<file path="src/rtl/user_project_io_bridge.sv">
// rtl/user_project_io_bridge.sv - per-channel bypass/registered/synchronised/debounced IO bridge
module user_project_io_bridge #(
  parameter int NUM_CH   = 16,
  parameter int DEBOUNCE = 4,
  localparam int CNT_W   = $clog2(DEBOUNCE + 1)
) (
  input  logic                  UserCLK,
  input  logic                  UserRST,
  input  logic [2*NUM_CH-1:0]   ConfigBits,
  input  logic [NUM_CH-1:0]     UIN,
  output logic [NUM_CH-1:0]     UOUT,
  output logic [NUM_CH-1:0]     UOE,
  input  logic [NUM_CH-1:0]     FIN,
  input  logic [NUM_CH-1:0]     FOE,
  output logic [NUM_CH-1:0]     FOUT
);

  localparam logic [1:0] MODE_BYPASS = 2'd0;
  localparam logic [1:0] MODE_REG    = 2'd1;
  localparam logic [1:0] MODE_SYNC   = 2'd2;
  localparam logic [1:0] MODE_DEB    = 2'd3;

  localparam logic [CNT_W-1:0] CNT_MAX = CNT_W'(DEBOUNCE - 1);
  localparam logic [CNT_W-1:0] CNT_ONE = CNT_W'(1);

  for (genvar i = 0; i < NUM_CH; i++) begin : g_ch
    logic [1:0]       mode;
    logic             r1;
    logic             s1;
    logic             s2;
    logic             d;
    logic [CNT_W-1:0] cnt;
    logic             out_q;
    logic             oe_q;
    logic             fout_c;
    logic             uout_c;
    logic             uoe_c;

    assign mode = ConfigBits[2*i +: 2];

    // Inbound capture flops run in every mode so a mode switch sees live data.
    always_ff @(posedge UserCLK) begin
      if (UserRST) begin
        r1 <= 1'b0;
        s1 <= 1'b0;
        s2 <= 1'b0;
      end else begin
        r1 <= UIN[i];
        s1 <= UIN[i];
        s2 <= s1;
      end
    end

    // Debounce: d only moves after s2 disagrees for DEBOUNCE cycles; outside
    // debounce mode d shadows s2 so entering the mode never glitches.
    always_ff @(posedge UserCLK) begin
      if (UserRST) begin
        d   <= 1'b0;
        cnt <= '0;
      end else if (mode != MODE_DEB) begin
        d   <= s2;
        cnt <= '0;
      end else if (s2 == d) begin
        cnt <= '0;
      end else if (cnt == CNT_MAX) begin
        d   <= s2;
        cnt <= '0;
      end else begin
        cnt <= cnt + CNT_ONE;
      end
    end

    // Outbound data and enable share one register stage to stay aligned.
    always_ff @(posedge UserCLK) begin
      if (UserRST) begin
        out_q <= 1'b0;
        oe_q  <= 1'b0;
      end else begin
        out_q <= FIN[i];
        oe_q  <= FOE[i];
      end
    end

    // Mode selects which source drives each output; bypass stays combinational.
    always_comb begin
      fout_c = UIN[i];
      uout_c = FIN[i];
      uoe_c  = FOE[i];
      case (mode)
        MODE_REG:  fout_c = r1;
        MODE_SYNC: fout_c = s2;
        MODE_DEB:  fout_c = d;
        default:   fout_c = UIN[i];
      endcase
      if (mode != MODE_BYPASS) begin
        uout_c = out_q;
        uoe_c  = oe_q;
      end
    end

    assign FOUT[i] = fout_c;
    assign UOUT[i] = uout_c;
    assign UOE[i]  = uoe_c;
  end

endmodule

</file>
<file path="config.mk">
export PLATFORM = sky130hd
export DESIGN_NAME = user_project_io_bridge
export DESIGN_NICKNAME = d
export VERILOG_FILES = /design/src/rtl/user_project_io_bridge.sv
export SDC_FILE = /design/constraint.sdc
export NUM_CORES = 1
export LEC_CHECK = 0
export ABC_AREA = 1
export CORE_MARGIN = 1.5
export CORE_UTILIZATION = 30
export CTS_CLUSTER_SIZE = 24
export DETAILED_ROUTE_END_ITERATION = 10
export DONT_BUFFER_PORTS = 1
export PLACE_DENSITY = 0.42
export SETUP_SLACK_MARGIN = 0.3
export SYNTH_ARGS = -nofsm -noshare
export SYNTH_HDL_FRONTEND = slang
export SYNTH_SLANG_ARGS = --single-unit
export TNS_END_PERCENT = 10
</file>
<file path="constraint.sdc">
create_clock -name UserCLK -period 3.1 [get_ports UserCLK]
set_input_delay 0.465 -clock UserCLK [delete_from_list [all_inputs] [get_ports UserCLK]]
set_output_delay 0.465 -clock UserCLK [all_outputs]
set_load 0.005 [all_outputs]
</file>
==> impl_metrics.ini, run 1 <==
[power_and_ir_drop]
power_density_nw_per_um2 = 623
ir_drop_uv = 343
total_leakage_power_nw = 2.82

[layout]
fill_cells = 1978
seq_area_um2 = 2560
syn2layout_area_growth_pct = 7.28
layout-drive-gt1-share_pct = 7.71
final_cells = 1012
multi_input_area_um2 = 2300
nets = 855
diodes = 0

[floorplan]
die_h_um = 142
chipWidth_um = 142
core.rowCount = 50
die-area_um2 = 20200
io_pins = 130
start_util_pct = 30.8
core-area_um2 = 18800

[worst_setup_path]
crit_arrival_ps = 1110
crit_required_ps = 2630
timing.rr.start = g_ch[6].cnt[0]
cp-start-kind = input pin
cp-end-kind = output pin
reg2regPathDepth = 5
critical_path_peak_fanout = 5
rrSetupSlack_ps = 1880
crit_start = ConfigBits[14]
critPathKind = in -> out

[placed_design]
place_hpwl_mm = 7.64
port_buffers = 0
dp_cells = 982
place.gp.congestion = 0.737

[sta]
finalSetupViolations = 0
slew_violations = 0
rsz0062_at_grt = no
slew-limit-headroom_pct = 39.5
finalCritPeriodShare_pct = 50.9
post-route-min-period_ps = 1580
fmax_mhz = 634
worst_pin_slew_ps = 906
tns_ps = 0
skew_ps = 9.34
hold_violations = 0

[synth]
synth_nets = 895
yosys_warnings = 0
yosys-top-cells-area = dfxtp_1 44%, nor2_1 14%, inv_1 8.0%
synth_top_area_share_pct = 44.1
yosysUniqueCellTypes = 16
synth.cell_area_um2 = 5810
syn_inst = 781
synth.ff_latch_count = 128
ys_seq_area_share_pct = 44.1
synth_top_area_cell = dfxtp_1
syn_avg_cell_area_um2 = 7.43

[grt]
overflow = 0
grt_pass1_vias = 4035
track_usage_pct = 10.9
antenna_found_initial = 0
grt_max_degree = 82
grt_pass1_wl_mm = 17.5

[routing]
viasPerCell = 4.26
via_count = 4313
drc = 0
wirelength_mm = 10.6
antenna_left = 0
drt_pass1_iterations = 4
dr.first_iter.drc_count = 132
wire_per_inst_um = 10.4

[clocking]
cts_htree_levels = 4
tritoncts = done
cts_hold_buf = 0
clock-sinks = 128
cts_resized = 0
clk-insertion-delay-late_ps = 410
clock_path_buffers = 2
post_cts_buffers = 0
cts-root-buf = clkbuf_16
cts.reportedPaths.clkPinSlew_ps = 50
cts_inserted_buffers = 17

[run_status]
status = completed

[hold_path]
min_path_cells = 1
hold_start = UserRST
hold_path.class = in -> reg

[run]
maxCapViolCount = 0
## critical path, cell delays in order
cell,delay (ps)
nor2_1,380
nor2_1,70
a21oi_1,190
## stage by stage
step                      util (%)  hold WS, ps  instance area (um2)  worst slack, ps  total power [mW]
after global routing          33.1         95.5                 6230             1410              4.06
after floorplan                  -          397                 5810             1690              2.03
after CTS                     33.1         99.3                 6230             1470              3.96
after global placement        30.0          404                 5650             1480              1.97
after detailed placement      30.0          410                 5650             1470              1.98
final                         33.1          127                 6230             1520              3.88
## power by group
group,switching (mW),internal [mW]
combinational,0.133,0.0770
sequential,0.0313,1.70
clock,0.692,1.25
total,0.856,3.03
## worst paths after layout
kind	endpoint
max	UOE[7]
min reg2reg	g_ch[10].cnt[0]
min	g_ch[11].s2
max reg2reg	g_ch[6].cnt[0]
## state kept, by name, summed over array words and instances, names as in the netlist
register,cells
g_ch.s1,16
g_ch.s2,16
g_ch.d,16
g_ch.out_q,16
g_ch.oe_q,16
g_ch.cnt,48
## placed cells by master, fill, tap and decap left out
| cell type | n |
|---|---|
| bufinv_16 | 3 |
| a21oi_1 | 37 |
| nor2_1 | 222 |
| o21ai_1 | 4 |
| clkinv_2 | 6 |
| clkbuf_16 | 17 |
| nor2_2 | 14 |
| clkinv_4 | 2 |
| nand4_1 | 16 |
| inv_1 | 124 |
| clkbuf_1 | 1 |
| ha_1 | 32 |
| o21ai_0 | 1 |
| nand3_1 | 43 |
| or2_2 | 5 |
| nand2_1 | 86 |
| clkinvlp_4 | 1 |
| nand3_2 | 10 |
| dfxtp_1 | 128 |
## Yosys cell counts
cell type,count
nor2_1,222
dfxtp_1,128
inv_1,124
nand2_1,86
buf_4,51
nand3_1,43
a21oi_1,37
ha_1,32
nand4_1,16
nor2_2,14
nand3_2,10
buf_6,7
or2_2,5
o21ai_1,4
buf_8,1
o21ai_0,1
## area by class of cell
type,count,share of cell area (%)
sequential,128,41.1
multi-input combinational,470,36.9
inverter,124,7.47
clock buffer,18,6.89
tap,260,5.22
clock inverter,12,2.33
## cell families after synthesis
kind of cell / count (synthesis) / share of synthesized area (%)
AO/OA/AOI/OAI: 42 / 3.62
adder cells (fa/ha/maj): 32 / 6.90
AND/OR/NAND/NOR: 396 / 29.1
buffers and inverters: 183 / 16.2
flip-flops: 128 / 44.1
## per-layer routing
layer,part of all wire (%),track usage [%],up-vias
met2,47,18.9,92
li1,-,-,2262
met4,1.3,4.56,0
met5,0,0,-
met3,6.0,4.34,10
met1,45,11.9,1949
Note: power is estimated with default switching activity, not from simulation.
==> run 2, diff against run 1 <==
- clock period: 3.1 -> 1.55 ns (I/O delays scaled with it)
==> run 2 against run 1 <==
Net effect: combinational power rose to 2.7 times the previous value; register-to-register slack worse by 1500 ps; highest routed layer unchanged; non-clock buffer count up 61; clock power up 120%; clock skew down 3.7 ps.
==> impl_metrics.ini, run 2 (synthesized netlist as in run 1, its figures left out) <==
[run_status]
status = completed

[placed_design]
dp_cells = 984
place_hpwl_mm = 7.67
place.gp.congestion = 0.723
port_buffers = 0

[grt]
antenna_found_initial = 0
overflow = 0
grt_max_degree = 41
track_usage_pct = 12.3
grt_pass1_wl_mm = 19.4
grt_pass1_vias = 4428

[worst_setup_path]
cp-start-kind = flip-flop
crit_arrival_ps = 1010
cp-end-kind = output pin
critPathKind = reg -> out
critical_path_peak_fanout = 4
crit_required_ps = 1320

[layout]
fill_cells = 1967
largest_register_ffs = 48
layout_commonest_cell = nor2_1
diodes = 0
syn2layout_area_growth_pct = 19.4
nets = 916
final_cell_mix = 220 x nor2_1, 124 x inv_1, 116 x dfxtp_1
top_register = g_ch.cnt
layout-drive-gt1-share_pct = 9.94
final_cells = 1075

[power_and_ir_drop]
ir_drop_uv = 719
power_density_nw_per_um2 = 1190
total_leakage_power_nw = 3.15

[routing]
viasPerCell = 4.24
via_count = 4553
dr.first_iter.drc_count = 139
wirelength_mm = 11.5
antenna_left = 0
drc = 0
wire_per_inst_um = 10.7
drt_pass1_iterations = 6

[sta]
finalCritPeriodShare_pct = 79.9
fmax_mhz = 808
slew_violations = 0
skew_ps = 5.61
worst_pin_slew_ps = 452
finalSetupViolations = 0
slew-limit-headroom_pct = 69.7
post-route-min-period_ps = 1240
tns_ps = 0
rsz0062_at_grt = yes
hold_violations = 0

[floorplan]
core.rowCount = 50
core-area_um2 = 18800
start_util_pct = 30.8
io_pins = 130
chipWidth_um = 142
die-area_um2 = 20200
die_h_um = 142

[run]
maxCapViolCount = 0

[clocking]
clock_path_buffers = 2
cts_inserted_buffers = 17
clk-insertion-delay-late_ps = 410
clock-sinks = 128
cts-root-buf = clkbuf_16
cts.reportedPaths.clkPinSlew_ps = 60
tritoncts = done
cts_htree_levels = 4

[hold_path]
hold_path.class = in -> reg
==> run 2: report_power, final <==
part	internal [mW]	switching, mW
Combinational	0.257	0.310
Clock	2.73	1.49
Sequential	3.41	0.0619
==> run 2: final timing paths <==
kind	from	end	slack (ps)	cells after the start
worst min-delay path	UserRST	g_ch[4].cnt[0]	20	3
worst max register to register	g_ch[8].cnt[0]	g_ch[8].d	370	6
worst max-delay path	g_ch[8].d	FOUT[8]	310	2
worst min register to register	g_ch[10].cnt[0]	g_ch[10].cnt[0]	420	1
==> run 2: routing by layer <==
layer,vias up,wire [um],share of wire [%],global-route usage [%]
met3,17,666,5.8,4.14
met5,-,0,0,0
li1,2387,-,-,-
met1,2045,5160,45,13.5
met4,0,263,2.3,6.40
met2,104,5420,47,21.1
==> run 2: repair_timing <==
item | CTS | global route
endpoints found under the hold margin | 82 | 0
resized for setup | 5 | 11
endpoints found under the setup margin | 12 | 66
pin swaps | 0 | 2
setup buffers | 0 | 1
hold buffers | 58 | 0
==> run 2: metrics by stage <==
stage	worst slack [ps]	hold WS [ps]	total power, mW	area [um2]	util (%)
floorplan	469	339	4.06	5810	-
global placement	400	314	3.95	5670	30.1
detailed placement	361	314	3.97	5670	30.1
CTS	281	5.25	8.40	6900	36.6
global route	245	6.66	8.64	6930	36.8
finish	312	15.1	8.25	6930	36.8
==> run 2: final cells by class <==
class,instances,area (um2),share of cell area [%]
Sequential cell,128,2580,37.2
Multi-Input combinational cell,470,2320,33.4
Timing Repair Buffer,61,621,8.95
Inverter,124,465,6.71
Clock buffer,18,439,6.34
Tap cell,260,325,4.69
Clock inverter,14,188,2.71
==> run 2: worst max-delay path, stage by stage, from the launching register on <==
cell	delay (ps)
dfxtp_1	380
nand3_1	90
nand4_1	120
==> run 3, diff against run 2 <==
- clock period: 1.55 -> 1.2 ns (I/O delays scaled with it)
==> run 3 against run 2 <==
Net effect: the run now ends with hold timing left; die area did not move; sequential power increased by 30%; routed wire length up 4.8%; clock-buffer cell count up 2; clock skew increased by 1.2 ps; largest power group unchanged.
==> impl_metrics.ini, run 3 (synthesized netlist as in run 1, its figures left out) <==
[routing]
drc = 0
dr.first_iter.drc_count = 145
via_count = 4677
drt_pass1_iterations = 4
antenna_left = 0
wire_per_inst_um = 11.1
wirelength_mm = 12.1
viasPerCell = 4.29

[layout]
largest_register_ffs = 48
final_cell_mix = 167 x nor2_1, 124 x inv_1, 100 x dfxtp_2
post-route-util_pct = 42.7
syn2layout_area_growth_pct = 38.4
nets = 932
top_register = g_ch.cnt
layout_commonest_cell = nor2_1
diodes = 0
layout-drive-gt1-share_pct = 41.8

[sta]
worst_pin_slew_ps = 558
fmax_mhz = 856
skew_ps = 6.76
worst_hold_slack_ps = -164
slew_violations = 0
slew-limit-headroom_pct = 62.7
hold_violations = 47
post-route-min-period_ps = 1170
finalCritPeriodShare_pct = 97.4
rsz0062_at_grt = yes
finalSetupViolations = 0

[power_and_ir_drop]
power_mw = 10.5
ir_drop_uv = 933
total_leakage_power_nw = 3.25
p_sw_mw = 2.42
power_switching_share_pct = 23.0
intPower_mw = 8.08
p_clk_share_pct = 48.6
power_frac_seq_pct = 42.9
power_density_nw_per_um2 = 1310
power_frac_comb_pct = 8.5

[clocking]
cts_inserted_buffers = 17
cts.reportedPaths.clkPinSlew_ps = 50
clock-sinks = 128
cts_hold_buf = 48
cts_htree_levels = 4
clk-insertion-delay-late_ps = 410
clock_path_buffers = 2
tritoncts = done
cts-root-buf = clkbuf_16

[floorplan]
start_util_pct = 30.8
core-area_um2 = 18800
io_pins = 130
die-area_um2 = 20200
core.rowCount = 50
chipWidth_um = 142
die_h_um = 142

[grt]
antenna_found_initial = 0
grt_max_degree = 82
grt_pass1_vias = 4660
track_usage_pct = 12.4
grt_pass1_wl_mm = 20.0
overflow = 0

[run]
maxCapViolCount = 0

[worst_setup_path]
crit_required_ps = 1020
cp-start-kind = flip-flop
crit_arrival_ps = 990
critPathMaxStageDelay_ps = 330
critical_path_peak_fanout = 4
slowest_stage = dfxtp_2
critPathKind = reg -> out
cp-end-kind = output pin
worstPathCellList = nand3_2 > nand4_1
rrSetupSlack_ps = 140

[run_status]
violations = hold timing
status = finished, violations left

[placed_design]
port_buffers = 0
place_hpwl_mm = 7.97
place.gp.congestion = 0.749

[hold_path]
hold_path.class = in -> reg
-- run 3: changes by cell type in the layout (fill, tap and decap cells not counted), sizes merged --
cell	delta
clkinv	+2
clkbuf	+2
dlygate4sd3	-9
inv	-2
buf	+25
clkinvlp	-1
bufinv	-1
-- run 3: worst paths after layout --
kind	start	to	cells past startpoint
setup reg to reg	g_ch[14].cnt[0]	g_ch[14].cnt[0]	5
hold reg to reg	g_ch[7].s1	g_ch[7].s2	2
hold / removal	UserRST	g_ch[15].s2	1
setup / recovery	g_ch[7].d	FOUT[7]	2
-- run 3: stage by stage --
step	std cells	hold slack (ps)	cell area, um2	TNS [ps]	setup slack, ps
after floorplan	781	287	6380	0	246
after global placement	986	258	6260	0	188
after detailed placement	986	258	6260	0	182
after CTS	1084	-194	7680	-13.9	-13.9
after global routing	1091	-196	8040	-14.4	-13.8
final	1091	-164	8040	0	31.2
-- run 3: power groups by stage --
stage | Combinational, mW | Clock (mW) | Sequential [mW]
floorplan | 0.744 | 0 | 4.55
global placement | 0.590 | 0 | 4.57
detailed placement | 0.606 | 0 | 4.57
CTS | 0.806 | 5.30 | 4.49
global route | 1.01 | 5.47 | 4.52
finish | 0.893 | 5.10 | 4.51
-- run 3: area by class of cell --
class | instances | area, um2
Clock buffer | 20 | 437
Clock inverter | 12 | 143
Fill cell | 1885 | 10800
Inverter | 124 | 465
Multi-Input combinational cell | 470 | 3270
Sequential cell | 128 | 2700
Tap cell | 260 | 325
Timing Repair Buffer | 77 | 698
-- run 3: critical path, delay by kind of cell (launching register included) --
kind,cells,cell delay (ps)
flops,1,330
simple gates,2,250
-- run 3: metal layers --
metal  routed length [um]  up-vias  share of wire [%]  global-route usage (%)
li1                     -     2420                  -                       -
met1                 5160     2144                 43                    13.6
met2                 5930       96                 49                    21.4
met3                  759       17                6.3                    4.61
met4                  223        0                1.8                    5.75
met5                    0        -                  0                       0
-- run 3: timing repair --
item	in CTS	in global routing
hold endpoints to repair	112	63
setup buffers	18	7
pin swaps	195	160
setup endpoints to repair	112	112
gates resized for setup	87	108
